==> src/rtl/legv8_enc_pkg.sv <==
// legv8_enc_pkg: shared kinds, error codes, opcodes and encoder states
package legv8_enc_pkg;
  typedef enum logic [1:0] {LDUR, STUR, CBZ, ILLEGAL} kind_t;
  typedef enum logic [1:0] {NONE, KIND, RANGE, ALIGN} err_t;
  typedef enum logic [1:0] {RUN, FULL, ERROR} state_t;
  localparam logic [10:0] OP_LDUR = 11'h7C2;
  localparam logic [10:0] OP_STUR = 11'h7C0;
  localparam logic [7:0]  OP_CBZ  = 8'hB4;
endpackage

==> src/rtl/instr_pack.sv <==
// instr_pack: combinational LEGv8 field packer and immediate legality check
// kind/rt/rn/imm in; word = encoded instruction, err = first failing check (KIND > ALIGN > RANGE)
module instr_pack
  import legv8_enc_pkg::*;
(
  input  kind_t       kind,
  input  logic [4:0]  rt,
  input  logic [4:0]  rn,
  input  logic [63:0] imm,
  output logic [31:0] word,
  output err_t        err
);
  logic mem_ok, br_ok;
  always_comb begin
    mem_ok = imm[63:8] == {56{imm[8]}};
    br_ok  = imm[63:20] == {44{imm[20]}};
    err    = kind == ILLEGAL ? KIND :
             kind == CBZ     ? (imm[1:0] != 2'b00 ? ALIGN : br_ok ? NONE : RANGE) :
             mem_ok          ? NONE : RANGE;
    word   = kind == LDUR ? {OP_LDUR, imm[8:0], 2'b00, rn, rt} :
             kind == STUR ? {OP_STUR, imm[8:0], 2'b00, rn, rt} :
             kind == CBZ  ? {OP_CBZ, imm[20:2], rt} : 32'h0;
  end
endmodule

==> src/rtl/instr_encoder.sv <==
// instr_encoder: streaming LDUR/STUR/CBZ encoder writing sequential imem words
// in_* request handshake, wr_* imem write handshake, count = committed words, err/err_code sticky
module instr_encoder
  import legv8_enc_pkg::*;
#(
  parameter int ADDR_W = 6
) (
  input  logic              clk,
  input  logic              reset,
  input  logic              clear,
  input  logic              in_valid,
  output logic              in_ready,
  input  logic [1:0]        in_kind,
  input  logic [4:0]        in_rt,
  input  logic [4:0]        in_rn,
  input  logic [63:0]       in_imm,
  output logic              wr_en,
  input  logic              wr_ready,
  output logic [ADDR_W-1:0] wr_addr,
  output logic [31:0]       wr_data,
  output logic [ADDR_W:0]   count,
  output logic              err,
  output logic [1:0]        err_code
);
  logic [1:0]        rst_sync_q, rst_sync_d;
  logic              rst_ni;
  state_t            state_q, state_d;
  logic [ADDR_W:0]   alloc_q, alloc_d, alloc_inc;
  logic [ADDR_W:0]   count_q, count_d;
  logic              wr_en_q, wr_en_d;
  logic [ADDR_W-1:0] wr_addr_q, wr_addr_d;
  logic [31:0]       wr_data_q, wr_data_d;
  logic              err_q, err_d;
  err_t              err_code_q, err_code_d;
  logic [31:0]       pk_word;
  err_t              pk_err;
  logic              commit, accept, good, bad;

  instr_pack u_pack (
    .kind (kind_t'(in_kind)),
    .rt   (in_rt),
    .rn   (in_rn),
    .imm  (in_imm),
    .word (pk_word),
    .err  (pk_err)
  );

  // reset asserts asynchronously but releases on a clock edge
  always_ff @(posedge clk or negedge reset)
    if (!reset) rst_sync_q <= 2'b00;
    else        rst_sync_q <= rst_sync_d;

  // alloc/count are ADDR_W+1 wide and never exceed DEPTH, so the MSB means "at DEPTH"
  always_comb begin
    rst_sync_d = {rst_sync_q[0], 1'b1};
    rst_ni     = rst_sync_q[1];
    commit     = wr_en_q && wr_ready;
    in_ready   = rst_ni && state_q == RUN && (!wr_en_q || wr_ready) && !alloc_q[ADDR_W];
    accept     = in_valid && in_ready;
    good       = accept && pk_err == NONE;
    bad        = accept && pk_err != NONE;
    alloc_inc  = alloc_q + 1'b1;
    state_d    = clear ? RUN : bad ? ERROR : good && alloc_inc[ADDR_W] ? FULL : state_q;
    alloc_d    = clear ? '0 : good ? alloc_inc : alloc_q;
    count_d    = clear ? '0 : commit && !count_q[ADDR_W] ? count_q + 1'b1 : count_q;
    wr_en_d    = !clear && (good || (wr_en_q && !wr_ready));
    wr_addr_d  = clear ? '0 : good ? alloc_q[ADDR_W-1:0] : wr_addr_q;
    wr_data_d  = clear ? '0 : good ? pk_word : wr_data_q;
    err_d      = !clear && (err_q || bad);
    err_code_d = clear ? NONE : bad ? pk_err : err_code_q;
  end

  always_ff @(posedge clk or negedge rst_ni)
    if (!rst_ni) begin
      state_q    <= RUN;
      alloc_q    <= '0;
      count_q    <= '0;
      wr_en_q    <= 1'b0;
      wr_addr_q  <= '0;
      wr_data_q  <= '0;
      err_q      <= 1'b0;
      err_code_q <= NONE;
    end else begin
      state_q    <= state_d;
      alloc_q    <= alloc_d;
      count_q    <= count_d;
      wr_en_q    <= wr_en_d;
      wr_addr_q  <= wr_addr_d;
      wr_data_q  <= wr_data_d;
      err_q      <= err_d;
      err_code_q <= err_code_d;
    end

  assign wr_en    = wr_en_q;
  assign wr_addr  = wr_addr_q;
  assign wr_data  = wr_data_q;
  assign count    = count_q;
  assign err      = err_q;
  assign err_code = err_code_q;
endmodule

==> config.mk <==
export PLATFORM = sky130hd
export DESIGN_NAME = instr_encoder
export DESIGN_NICKNAME = d
export VERILOG_FILES = /design/src/rtl/legv8_enc_pkg.sv /design/src/rtl/instr_pack.sv /design/src/rtl/instr_encoder.sv
export SDC_FILE = /design/constraint.sdc
export NUM_CORES = 1
export LEC_CHECK = 0
export BUFFER_PORTS_ARGS = -buffer_cell sky130_fd_sc_hd__buf_4
export CAP_MARGIN = 25
export CORE_MARGIN = 3
export CORE_UTILIZATION = 25
export DETAILED_ROUTE_END_ITERATION = 16
export PLACE_DENSITY = 0.52
export SETUP_SLACK_MARGIN = 0.3
export SYNTH_ARGS = -nofsm -noshare
export SYNTH_HDL_FRONTEND = slang
export SYNTH_HIERARCHICAL = 1
export SYNTH_SLANG_ARGS = --single-unit
==> constraint.sdc <==
create_clock -name clk -period 6.8 [get_ports clk]
set_clock_uncertainty 0.05 [all_clocks]
set_input_delay 1.02 -clock clk [delete_from_list [all_inputs] [get_ports clk]]
set_output_delay 1.02 -clock clk [all_outputs]
set_load 0.01 [all_outputs]
==> summary.md <==
| Metric | Value |
|---|---|
| TritonCTS Buffers | `9` |
| CORE AREA | `0.0122 mm²` |
| N_diodes | `0` |
| Setup TNS | `0 ns` |
| Fin. max-slew vios | `0` |
| Clock-pin slew on the worst setup and hold paths | `roughly 0.060 ns` |
| Cell Pwr Density | `205 mW/mm²` |
| Post-synth ARST share | `100%` |
| Peak VDD IR | `0.104 mV` |
| Final core utilization | `37.2%` |
| Nets@finish | `564` |
| H-tree levels | `3` |
| Post-synth EDFFs | `0` |
| Via count | `3041` |
| Fraction of layout cells with a size suffix above 1 | `approximately a third` |
| Post-CTS Setup Inserts | `0` |
| Clock Latency Late Sink | `0.32 ns` |
| Type of element launching the critical path | `input port` |
| Final setup fails | `0` |
| I/O pin count | `around 130` |
| R2R depth | `5` |
| Drt first pass iters | `6` |
| Layout area overhead | `44.1%` |
| RSZ-0062 raised after global routing | `no` |
| # rows | `40` |
| Hold depth | `0` |
| Die width | `118 µm` |
| Crit path DAT | `4.10 ns` |
| GRT Util Overall | `13.3%` |
| Achievable Freq | `256 MHz` |
| CTS Sinks | `60` |
| First-pass GRT wire length | `approximately 15000 µm` |
| Crit share post-route | `about 57%` |
| Max cap viols | `0` |
| Worst slew pin tran | `0.829 ns` |
| Cells after synthesis | `361` |
| Final setup margin | `2.89 ns` |
| Most frequently used flop master after synthesis | `dfrtp_1` |
| Setup CP Type | `in2reg` |
| Yosys reg bits | `60` |
| Final Power | `0.925 mW` |
| Hold_buf cts | `0` |
| Pre-CTS WS | `between 2 and 3 ns` |
| Post-cts sizing count | `0` |
| PortBufs | `130` |
| Iter 0 DRT Violations | `between 100 and 150` |
| Final Hold Vio Count | `0` |
| Post-DP HPWL | `7010 µm` |
| Drt wl/cell | `14.4 µm` |
| Post-Syn Area per Cell | `between 8 and 9 µm²` |
| DP Area | `~0.0042 mm²` |
| Die area | `0.0139 mm²` |
| Tmin final | `3.91 ns` |
| Relative slew slack | `44.7%` |
| Initial antenna violation count | `0` |
| Drt drc | `0` |
| CTS tree | `yes` |
| Worst-path maximum fanout | `25` |
| Final instance area | `~0.0045 mm²` |
| CTS root buf | `clkbuf_16` |
| Mapped Area | `~0.0031 mm²` |
| Leakage power figure | `2.05 nW` |
| Status | `finished clean` |
| Final WL | `9440 µm` |
| HP Class | `reg2reg` |
| Congestion Overflow GR | `0` |
| Avg Vias per Cell | `4.65` |
| Clock buffer depth | `2` |
| Post-synthesis sequential area ratio | `47.8%` |
| Starting Density | `roughly a quarter` |
| Synth unique cells | `44` |
| Yosys warns | `6` |
| Die Height | `118 µm` |
| Pin count of the biggest net entering global routing | `60` |
| Vias in the first global route | `a little over 3k` |
| Global placement routability congestion | `0.722` |
| Antenna Nets Post-Route | `0` |
| Critical Path Sink Type | `register` |
| CP Data Required Time | `6.99 ns` |
-- per-stage QoR --
stage,hold WS [ns],instances
3_3_place_gp,0.288,638
2_1_floorplan,0.281,362
6_report,0.300,654
3_5_place_dp,0.300,638
5_1_grt,0.316,654
4_1_cts,0.302,654
-- layout by cell type, fill, tap and decap left out, types with 2 or more instances in the layout --
cell type	Yosys	layout
nor3_1	6	6
and2_1	8	8
and4_1	3	2
nor2_1	23	23
o21ai_0	3	3
xnor2_1	2	2
conb_1	2	3
or3_1	2	2
clkbuf_8	0	2
nor4_1	6	6
buf_4	6	132
or4_1	10	10
a22o_1	12	12
clkbuf_16	0	9
or4_4	2	2
mux2i_1	3	3
xor2_1	4	4
o31ai_1	3	3
nand3_1	11	11
clkinv_2	0	2
nand3b_1	2	2
dfrtp_1	60	59
nand2_1	86	86
and3_1	2	2
a21oi_1	49	49
inv_1	8	8
ha_1	2	2
nand4_1	12	12
-- critical path, cell delays in order --
cell	delay, ns
buf_4	0.12
or4_1	0.54
nor4_1	0.33
o22ai_1	0.16
a221oi_2	0.20
o2bb2ai_1	0.17
nor2_1	0.17
nand4_2	0.54
or4_1	0.69
a21oi_1	0.16
-- final cells by class --
type | instances | area [µm²]
repair buffers | 132 | 991
well taps | 168 | 210
fillers | 1267 | 7640
inverters | 9 | 33.8
clock inverters | 4 | 47.5
clock buffers | 12 | 256
multi-input cells | 269 | 1480
flip-flops and latches | 60 | 1500
-- per-layer routing --
metal  track usage [%]  part of all wire (%)  up-vias
met3              4.04                   6.2        8
li1                  -                     -     1505
met4              4.40                  0.80        0
met1              15.8                    43     1440
met5                 0                     0        -
met2              23.0                    50       88
-- flip-flops by register name, summed over array words and instances, names as in the netlist --
signal / flops
state_q: 2
rst_sync_q: 2
alloc_q: 7
wr_en: 1
count: 7
err_code: 2
err: 1
wr_addr: 6
wr_data: 32
-- cell families after synthesis --
kind of cell,count (synthesis),share of synthesized area (%)
AOI/OAI and AO/OA,74,14.4
and+or+nand+nor,181,29.0
xor gates and xnor gates,6,1.67
buffers and inverters,33,5.14
adders and majority gates,2,0.797
DFF,60,47.8
muxes,3,0.957
other,2,0.239
-- cell usage after synthesis, types with 2 or more instances --
| library cell | number | area share, % |
|---|---|---|
| nand2_1 | 86 | 10 |
| dfrtp_1 | 60 | 48 |
| a21oi_1 | 49 | 7.8 |
| nor2_1 | 23 | 2.8 |
| a22o_1 | 12 | 3.3 |
| nand4_1 | 12 | 2.4 |
| clkbuf_1 | 11 | 1.3 |
| nand3_1 | 11 | 1.8 |
| or4_1 | 10 | 2.4 |
| and2_1 | 8 | 1.6 |
| inv_1 | 8 | 0.96 |
| buf_2 | 6 | 0.96 |
| buf_4 | 6 | 1.4 |
| nor3_1 | 6 | 0.96 |
| nor4_1 | 6 | 1.2 |
| xor2_1 | 4 | 1.1 |
| and4_1 | 3 | 0.84 |
| mux2i_1 | 3 | 0.96 |
| o21ai_0 | 3 | 0.48 |
| o31ai_1 | 3 | 0.72 |
| and3_1 | 2 | 0.40 |
| conb_1 | 2 | 0.24 |
| ha_1 | 2 | 0.80 |
| nand3b_1 | 2 | 0.48 |
| or3_1 | 2 | 0.40 |
| or4_4 | 2 | 0.72 |
| xnor2_1 | 2 | 0.56 |
-- report_power, final --
group / total [mW] / leakage, nW / internal [mW] / switching [mW]
clock: 0.458 / 0.149 / 0.302 / 0.156
sequential: 0.366 / 0.829 / 0.363 / 0.00339
combinational: 0.102 / 1.07 / 0.0499 / 0.0517
-- final timing paths --
check / startpoint / end / slack, ns
worst max-delay path: in_imm[14] / alloc_q[5]$_DFFE_PN0P_ / 2.89
worst min-delay path: rst_sync_q[0]$_DFF_PN0_ / rst_sync_q[1]$_DFF_PN0_ / 0.30
worst max register to register: rst_sync_q[1]$_DFF_PN0_ / alloc_q[5]$_DFFE_PN0P_ / 3.88
worst min register to register: rst_sync_q[0]$_DFF_PN0_ / rst_sync_q[1]$_DFF_PN0_ / 0.30
max in group asynchronous: rst_sync_q[1]$_DFF_PN0_ / wr_data[1]$_DFFE_PN0P_ / 5.82
min in group asynchronous: rst_sync_q[1]$_DFF_PN0_ / count[5]$_DFFE_PN0P_ / 0.36
Note: power is estimated with default switching activity, not from simulation.
